File: src/rtl/hlen_extract_ctrl.sv
// Header-length extraction controller: parses the Ethernet/IPv4 header from the
// ingress beat stream and commits the total header length to the HLEN register.
module hlen_extract_ctrl #(
    parameter int unsigned ETH_HDR_BYTES  = 14,
    parameter logic [15:0] ETHERTYPE_IPV4 = 16'h0800,
    parameter int unsigned CNT_W          = 16
) (
    input  logic             clk,
    input  logic             rst_FIFO,
    input  logic             in_valid,
    input  logic             in_sop,
    input  logic             in_eop,
    input  logic [63:0]      in_data,
    output logic             in_ready,
    output logic             HLEN_Reg_write_en,
    output logic [63:0]      HLEN_in,
    output logic             hlen_valid,
    output logic             hlen_err,
    input  logic             hlen_ack,
    output logic [CNT_W-1:0] pkt_count,
    output logic [CNT_W-1:0] err_count
);

    typedef enum logic [1:0] {
        IDLE   = 2'd0,
        HDR1   = 2'd1,
        COMMIT = 2'd2,
        BODY   = 2'd3
    } state_t;

    state_t      state;
    state_t      state_nxt;
    logic        load;
    logic [63:0] val_nxt;
    logic        err_nxt;
    logic        eop_nxt;
    logic        eop_p0;
    logic        err_p0;

    // Only the ethertype/version/IHL field of the second beat is inspected.
    logic unused_data;
    assign unused_data = ^{in_data[63:32], in_data[7:0]};

    function automatic logic hdr_ok(input logic [63:0] d);
        return (d[31:16] == ETHERTYPE_IPV4) && (d[15:12] == 4'd4) && (d[11:8] >= 4'd5);
    endfunction

    function automatic logic [63:0] calc_hlen(input logic [63:0] d);
        if (hdr_ok(d))
            return 64'(ETH_HDR_BYTES) + 64'({d[11:8], 2'b00});
        else
            return 64'd0;
    endfunction

    always_comb begin
        state_nxt = state;
        in_ready  = 1'b0;
        load      = 1'b0;
        val_nxt   = 64'd0;
        err_nxt   = 1'b0;
        eop_nxt   = eop_p0;
        case (state)
            IDLE: begin
                // A committed length must be acknowledged before a new packet starts.
                in_ready = !hlen_valid;
                if (in_valid && in_ready && in_sop) begin
                    if (in_eop) begin
                        state_nxt = COMMIT;
                        load      = 1'b1;
                        err_nxt   = 1'b1;
                        eop_nxt   = 1'b1;
                    end else begin
                        state_nxt = HDR1;
                    end
                end
            end
            HDR1: begin
                in_ready = 1'b1;
                if (in_valid) begin
                    state_nxt = COMMIT;
                    load      = 1'b1;
                    val_nxt   = calc_hlen(in_data);
                    err_nxt   = !hdr_ok(in_data);
                    eop_nxt   = in_eop;
                end
            end
            COMMIT: begin
                state_nxt = eop_p0 ? IDLE : BODY;
            end
            BODY: begin
                in_ready = 1'b1;
                if (in_valid && in_eop)
                    state_nxt = IDLE;
            end
            default: state_nxt = IDLE;
        endcase
    end

    // Stage p0: strobe and value registered on entry to COMMIT; status on exit.
    always_ff @(posedge clk) begin
        if (rst_FIFO) begin
            state             <= IDLE;
            HLEN_Reg_write_en <= 1'b0;
            HLEN_in           <= 64'd0;
            hlen_valid        <= 1'b0;
            hlen_err          <= 1'b0;
            pkt_count         <= '0;
            err_count         <= '0;
            eop_p0            <= 1'b0;
            err_p0            <= 1'b0;
        end else begin
            state             <= state_nxt;
            HLEN_Reg_write_en <= load;
            if (load) begin
                HLEN_in <= val_nxt;
                err_p0  <= err_nxt;
                eop_p0  <= eop_nxt;
            end
            if (state == COMMIT) begin
                hlen_valid <= 1'b1;
                hlen_err   <= err_p0;
                pkt_count  <= pkt_count + 1'b1;
                if (err_p0)
                    err_count <= err_count + 1'b1;
            end else if (hlen_ack) begin
                hlen_valid <= 1'b0;
                hlen_err   <= 1'b0;
            end
        end
    end

endmodule

File: config.mk
export PLATFORM = sky130hd
export DESIGN_NAME = hlen_extract_ctrl
export DESIGN_NICKNAME = d
export VERILOG_FILES = /design/src/rtl/hlen_extract_ctrl.sv
export SDC_FILE = /design/constraint.sdc
export NUM_CORES = 1
export LEC_CHECK = 0
export CAP_MARGIN = 20
export CORE_MARGIN = 2
export CORE_UTILIZATION = 35
export CTS_CLUSTER_SIZE = 30
export DETAILED_ROUTE_END_ITERATION = 8
export PLACE_DENSITY = 0.87
export SETUP_SLACK_MARGIN = 0.5
export SKIP_CTS_REPAIR_TIMING = 1
export SLEW_MARGIN = 5
export SYNTH_ARGS = -nofsm -noshare
export SYNTH_HDL_FRONTEND = slang
export SYNTH_SLANG_ARGS = --single-unit
File: constraint.sdc
create_clock -name clk -period 2.14 [get_ports clk]
set_clock_uncertainty 0.2 [all_clocks]
set_input_delay 0.214 -clock clk [delete_from_list [all_inputs] [get_ports clk]]
set_output_delay 0.214 -clock clk [all_outputs]
set_load 0.01 [all_outputs]
-- Word level (Yosys, flattened, before mapping)
Index checks and enable logic that the tools add are counted.
- flip-flop bits (word level): 103
- input port bits: 70
- word-level logic and storage cells: 59
- add/subtract/negate cells: 3
- order comparisons: 1
- equal/unequal tests: 9
- mux-type cells: 23
- reductions and logical operators: 14
- operator list (cell ; count):
    $add A16 B1 Y16 const B ; 2
    $mux W7 ; 3
    $eq A16 B12 Y1 const B ; 1
    $mux W1 ; 10
    $mux W2 ; 5
    $ne A2 B2 Y1 const B ; 4
    $pmux W1 S2 ; 4
    $pmux W2 S4 ; 1
    $add A4 B6 Y7 const A ; 1
    $logic_and A1 B1 Y1 ; 5
    $reduce_and A5 Y1 ; 1
    $eq A2 B2 Y1 const B ; 2
    $eq A4 B3 Y1 const B ; 1
    $ge A4 B3 Y1 const B ; 1
    $reduce_bool A2 Y1 ; 2
    $reduce_and A3 Y1 ; 1
    $eq A2 B1 Y1 const B ; 1
    $logic_not A1 Y1 ; 2
    $logic_not A2 Y1 ; 1
    $reduce_and A2 Y1 ; 1
    $reduce_or A2 Y1 ; 1

-- Depth between registers and ports, before layout
Gate-level depths: netlist of the first run.
- word-level depth: 6
- depth in mapped cells: 7
- gate-level depth less buffers: 6

-- Worst setup path after synthesis of the first run
No wires, ideal clock.
- path kind: reg2reg
- start point: reg pkt_count[0]
- end point: reg pkt_count[14]
- setup time: 0.121 ns
- data arrival time: 1.518 ns
- required time: 1.819 ns
- setup slack: 0.301 ns
- stages on the path, launching flop included: 7
- path buffers: 1
- cells stage by stage: dfxtp_1 > ha_1 > and3b_1 > clkbuf_1 > nand2_1 > nor3_1 > mux2_2
- longest elaborated chain between the ends: 1
- RTL lines (item ; RTL line ; text):
    start: declaration ; 20 ; output logic [CNT_W-1:0] pkt_count,
    start signal: assignment ; 122 ; pkt_count <= pkt_count + 1'b1;
    $add A16 B1 Y16 ; 122 ;
No other way between the ends.
A chain may end at the register's enable or synchronous reset.

-- Worst setup path in the final report of the first run
- start point: reg state[1]
- end point: reg HLEN_in[3]
- longest elaborated chain between the ends: 2
- RTL lines (item ; RTL line ; text):
    start: declaration ; 31 ; state_t state;
    start signal: assignment ; 112 ; state <= state_nxt;
    $eq A2 B1 Y1 or $logic_not A2 Y1 (tied branches) ; 62 ; case (state)
    $pmux W1 S2 or $mux W7 (tied branches) ; 62 ;
    end signal: assignment ; 115 ; HLEN_in <= val_nxt;
    end: declaration ; 16 ; output logic [63:0] HLEN_in,
Several ways; a longest one is shown, not always the timed one.

==> qor.csv, run 1 <==
metric,value,unit
H-tree levels,2,
crit-path cells,buf_8 -> nor2b_4 -> nand3_2 -> or4_4 -> buf_8 -> o31ai_4,
initial antenna violation count,0,
"Reg clk slew, reported paths",0.09,ns
DRT iter0 DRCs,95,
vias in the first global route,2001,
switching part of the total,23.6,%
CP endpoint kind,flip-flop,
crit path from,state[1],
Reg-to-Reg Start,state[1],
Post-Synthesis Cells,307,
critical path type,reg -> reg,
Initial Util,36.0,%
share of power burned in registers,46.1,%
global-route wire length before repair,9270,um
leakage,2.27,nW
final setup violation count,0,
Syn Area/Cell,8.51,um^2
Rows,31,
CTS tree,yes,
"Clk Latency, worst-skew pair",0.29,ns
"slowest stage delay, CP",0.53,ns
P per Cell Area,471,nW/um^2
maxcap violations,0,
Worst Path Required,2.15,ns
Max Fclk,551,MHz
final hold vios,0,
post-placement setup slack,-0.105,ns
most frequent CP cell,buf_8,
Antenna Nets Post-Route,0,
RePlAce Congestion,0.779,
sequential area share after synthesis,34.5,%
Logic pwr share,13.4,%
Layout area overhead,50.8,%
final design utilization,54.3,%
Synth cell types,45,
Power Total,1.86,mW
slew margin rel.,48.8,%
clock sinks,45,
CTS Buffer Depth,2,
critical path's slowest cell,or4_4,
die span in x,90.4,um
# fillers,653,
asr flop ratio synth,0,%
RSZ-0062 raised after global routing,true,
Main synth FF type,dfxtp_1,
#FFs+latches synth,45,
GRT Residual Overflow,0,
CP Launch Type,flip-flop,
"Slew Viols, Final",0,
Worst VDD drop,0.000340,V
r2r setup slk,0.32,ns
Port Buffers,71,
via-per-instance ratio,4.66,
Syn Std Cell Area,2610,um^2
worst hold path type,in -> reg,
Pint,1.42,mW
CTS Buf Count,5,
Remaining DRCs,0,
DR WL/cell,13.2,um
pin count of the biggest net entering global routing,40,
Synth Warn #,0,
placed cell count,473,
total negative slack,0,ns
Root Driver,clkbuf_8,
Total GRT Usage,13.8,%
core box area,7250,um^2
die area,8170,um^2
via count,2333,
fin nets,475,
Worst Hold Launch,in_data[8],
Post-DP HPWL,4430,um
crit path DAT,1.83,ns
status,"complete, no violations",
Final Cycle Share,84.9,%
Switch Pwr,0.438,mW
drt first pass iters,4,
I/O pin total,170,
Worst-Margin Slew,0.769,ns
clock power share,40.5,%
Crit Path Max Fanout,7,
Post-synth EDFFs,0,
fin cells,501,
layout cells sized above 1,26.1,%
Inserted Diodes,0,
final worst path period need,1.82,ns
Routed Wire Length,6600,um
Worst Slack Setup Final,0.324,ns
chip height,90.4,um
per-layer routing:
metal	part of all wire (%)	global-route usage [%]	wire length [um]
met5	0	0	0
met4	0.83	4.49	55
met1	40	15.5	2610
met3	5.1	3.34	336
met2	54	25.3	3590
worst max-delay path: cells and delay by family (launching register included):
kind	cells	cell delay, ns
simple gates	3	0.73
buf+inv	2	0.28
compound gates	1	0.16
flops	1	0.37
path summary, 6_finish.rpt:
path / end / cells past startpoint
worst max-delay path: HLEN_in[3] / 6
worst min-delay path: HLEN_in[2] / 3
worst max register to register: HLEN_in[3] / 6
worst min register to register: HLEN_in[1] / 2
power groups by stage:
stage / sequential, mW / combinational [mW] / clock [mW]
2_1_floorplan: 0.877 / 0.202 / 0
3_3_place_gp: 0.883 / 0.209 / 0
3_5_place_dp: 0.884 / 0.215 / 0
4_1_cts: 0.864 / 0.216 / 0.767
5_1_grt: 0.858 / 0.271 / 0.801
6_report: 0.855 / 0.249 / 0.751
final cells by class:
class / instances / area (um^2) / share of cell area, %
Clock buffer: 5 / 68.8 / 1.75
Tap cell: 99 / 124 / 3.14
Sequential cell: 45 / 965 / 24.5
Multi-Input combinational cell: 241 / 1640 / 41.7
Inverter: 9 / 33.8 / 0.857
Timing Repair Buffer: 99 / 1040 / 26.4
Clock inverter: 3 / 65.1 / 1.65
metrics by stage:
step           instance area [um^2]  hold WS, ns
2_1_floorplan                  2900        0.110
3_3_place_gp                   3290        0.244
3_5_place_dp                   3290        0.251
4_1_cts                        3430        0.253
5_1_grt                        3940       0.0956
6_report                       3940       0.0914
kinds of logic (layout without fill, tap and decap cells):
kind of cell    after synthesis  after routing  synth area share (%)
fa+ha+maj                     4              4                  1.92
simple gates                119            119                  25.6
other cells                   1             58                 0.144
mux                           5              5                  2.11
flops                        45             45                  34.5
buf+inv                      78            116                  19.7
compound gates               33             33                  8.72
xor+xnor                     22             22                  7.38
cell usage after synthesis (2+ instances only):
library cell / count / share of area (%)
buf_4: 58 / 17
dfxtp_1: 45 / 34
nor2_1: 33 / 4.7
nand3_1: 14 / 2.7
a21oi_1: 13 / 2.5
nand2_1: 11 / 1.6
nand4_1: 11 / 2.6
xnor2_1: 11 / 3.7
xor2_1: 11 / 3.7
inv_1: 9 / 1.3
nand3b_1: 8 / 2.3
clkbuf_1: 7 / 1.0
nor3_1: 7 / 1.3
nor2b_1: 6 / 1.4
nor4_1: 5 / 1.2
o21ai_0: 5 / 0.96
ha_1: 4 / 1.9
mux2_2: 4 / 1.7
o31ai_2: 4 / 1.9
or3_1: 4 / 0.96
and3_1: 3 / 0.72
and4_1: 3 / 1.0
buf_2: 3 / 0.57
a31o_2: 2 / 0.67
and3b_1: 2 / 0.67
nand2b_1: 2 / 0.48
nor4_2: 2 / 0.96
o211ai_1: 2 / 0.57
or4_1: 2 / 0.57
cell usage in the layout (no fill, tap or decap), types with 3 or more instances in the layout:
| master | synthesis | final |
|---|---|---|
| a21oi_1 | 13 | 13 |
| clkbuf_8 | 0 | 5 |
| dfxtp_1 | 45 | 16 |
| nand3_1 | 14 | 9 |
| dfxtp_4 | 0 | 11 |
| buf_4 | 58 | 26 |
| o21ai_0 | 5 | 5 |
| xor2_1 | 11 | 11 |
| o31ai_4 | 0 | 3 |
| conb_1 | 1 | 58 |
| nand2_1 | 11 | 10 |
| nor3_1 | 7 | 3 |
| nand4_1 | 11 | 11 |
| inv_1 | 9 | 8 |
| dlymetal6s2s_1 | 0 | 44 |
| or3_1 | 4 | 4 |
| nor4_4 | 0 | 3 |
| nor2b_1 | 6 | 5 |
| nand3b_1 | 8 | 8 |
| clkdlybuf4s50_1 | 0 | 26 |
| dfxtp_2 | 0 | 18 |
| nor2_1 | 33 | 33 |
| nor4_2 | 2 | 4 |
| nand3_2 | 0 | 3 |
| xnor2_1 | 11 | 11 |
registers in the layout, indices dropped and copies added (netlist names):
| register | count |
|---|---|
| HLEN_Reg_write_en | 1 |
| HLEN_in | 6 |
| eop_p0 | 1 |
| err_count | 16 |
| err_p0 | 1 |
| hlen_err | 1 |
| hlen_valid | 1 |
| pkt_count | 16 |
| state | 2 |
No activity file was read; power rests on OpenSTA's default activity.
==> run 2: changes to the inputs <==
- clock period: 2.14 -> 1.9 ns (I/O delays scaled with it)
==> qor.csv, run 2 (same netlist as run 1, synthesis figures left out) <==
metric,value,unit,change
die area,8170,um^2,unchanged
Max Fclk,585,MHz,+6.2%
worst hold path type,in -> reg,,
CTS Buffer Depth,2,,unchanged
Worst VDD drop,0.000222,V,-35%
worst hold slack,0.0654,ns,-0.0260 ns
Layout area overhead,58.8,%,
P per Cell Area,458,nW/um^2,-2.7%
crit-path cells,ha_4 -> and4b_2 -> nand3_4 -> nor4_4 -> mux2_4,,
CP Launch Type,flip-flop,,
leakage,2.45,nW,+7.9%
Worst-Margin Slew,0.555,ns,-0.214 ns
Remaining DRCs,0,,unchanged
clock sinks,45,,unchanged
I/O pin total,170,,unchanged
initial antenna violation count,0,,unchanged
GRT Residual Overflow,0,,unchanged
r2r setup slk,0.19,ns,-0.13 ns
critical path's slowest cell,dfxtp_4,,
drt first pass iters,4,,unchanged
final hold vios,0,,unchanged
"commonest non-fill, non-tap cell in the layout",conb_1,,
"Slew Viols, Final",0,,unchanged
H-tree levels,2,,unchanged
"slowest stage delay, CP",0.38,ns,-0.15 ns
Final Cycle Share,90.0,%,+5.1 points
placed cell count,487,,+3.0%
"Reg clk slew, reported paths",0.09,ns,about the same
maxcap violations,0,,unchanged
core box area,7250,um^2,unchanged
via count,2377,,+1.9%
layout cells sized above 1,31.5,%,+5.4 points
CTS Buf Count,5,,unchanged
Initial Util,36.0,%,unchanged
status,"complete, no violations",,
Rows,31,,unchanged
most frequent cells in the layout,"58 x conb_1, 53 x dlymetal6s2s_1, 33 x nor2_1",,
final setup violation count,0,,unchanged
CTS tree,yes,,
Total GRT Usage,13.8,%,+0.095 points
final worst path period need,1.71,ns,-0.107 ns
slew margin rel.,63.0,%,+14 points
Worst Path Required,1.89,ns,-0.26 ns
family with the most delay on the worst path,simple AND/OR/NAND/NOR gates,,
pin count of the biggest net entering global routing,29,,-28%
crit path DAT,1.70,ns,-0.13 ns
vias in the first global route,2139,,+6.9%
via-per-instance ratio,4.64,,-0.30%
fin nets,486,,+2.3%
DR WL/cell,12.7,um,-3.5%
largest registers in the final layout,"err_count (16), pkt_count (16), HLEN_in (6)",,
Crit Path Max Fanout,3,,-4
cell area after layout,4150,um^2,+5.3%
Power Total,1.90,mW,+2.5%
DRT iter0 DRCs,109,,+15%
Root Driver,clkbuf_8,,
die span in x,90.4,um,unchanged
Routed Wire Length,6510,um,-1.4%
global-route wire length before repair,9430,um,+1.6%
"Clk Latency, worst-skew pair",0.30,ns,about the same
Post-DP Area,3490,um^2,+6.0%
Port Buffers,71,,unchanged
CP endpoint kind,flip-flop,,
Antenna Nets Post-Route,0,,unchanged
RePlAce Congestion,0.785,,+0.80%
FF/Latch Area,971,um^2,+0.65%
Post-DP HPWL,4590,um,+3.8%
footprint of the multi-input gates,1740,um^2,+5.6%
final design utilization,57.2,%,+2.9 points
RSZ-0062 raised after global routing,true,,
chip height,90.4,um,unchanged
critical path type,reg -> reg,,
# fillers,625,,-4.3%
fin cells,512,,+2.2%
Inserted Diodes,0,,unchanged
CP Buf/Inv Count,0,,-2
## run 2: changes by cell type in the layout (fill, tap and decap cells not counted), sizes merged
cell,delta
clkbuf,+1
clkdlybuf4s50,-9
buf,+11
bufinv,-2
clkinv,+1
dlymetal6s2s,+9
## run 2: report_power, final
group	internal, mW	switching (mW)
Combinational	0.157	0.162
Clock	0.295	0.329
Sequential	0.939	0.0200
## run 2: path summary, 6_finish.rpt
| path | start | end | depth (start not counted) |
|---|---|---|---|
| worst max-delay path | err_count[0] | err_count[14] | 5 |
| worst min-delay path | in_data[8] | HLEN_in[2] | 3 |
| worst max register to register | err_count[0] | err_count[14] | 5 |
| worst min register to register | HLEN_in[1] | HLEN_in[1] | 2 |
## run 2: tightest hold or removal path: stages
cell and delay [ns]:
dlymetal6s2s_1 0.13, buf_4 0.14, o31ai_4 0.06
## run 2: metal layers
metal | vias up | track usage [%] | share of wire (%)
met3 | 14 | 3.84 | 6.0
met1 | 1113 | 14.8 | 39
met5 | - | 0 | 0
met4 | 0 | 6.03 | 3.0
met2 | 101 | 25.4 | 52
li1 | 1149 | - | -
## run 2: per-stage QoR
| step | setup TNS [ns] | setup WS, ns |
|---|---|---|
| 2_1_floorplan | 0 | 0.101 |
| 5_1_grt | 0 | 0.149 |
| 3_5_place_dp | -2.22 | -0.352 |
| 4_1_cts | -0.133 | -0.0724 |
| 6_report | 0 | 0.190 |
| 3_3_place_gp | -1.93 | -0.309 |
## run 2: layout make-up
type                       instances  share of cell area, %
multi-input combinational        241                   41.8
sequential                        45                   23.4
clock buffer                       6                   1.99
tap                               99                   2.99
clock inverter                     2                  0.332
timing repair buffer             110                   28.6
inverter                           9                  0.814
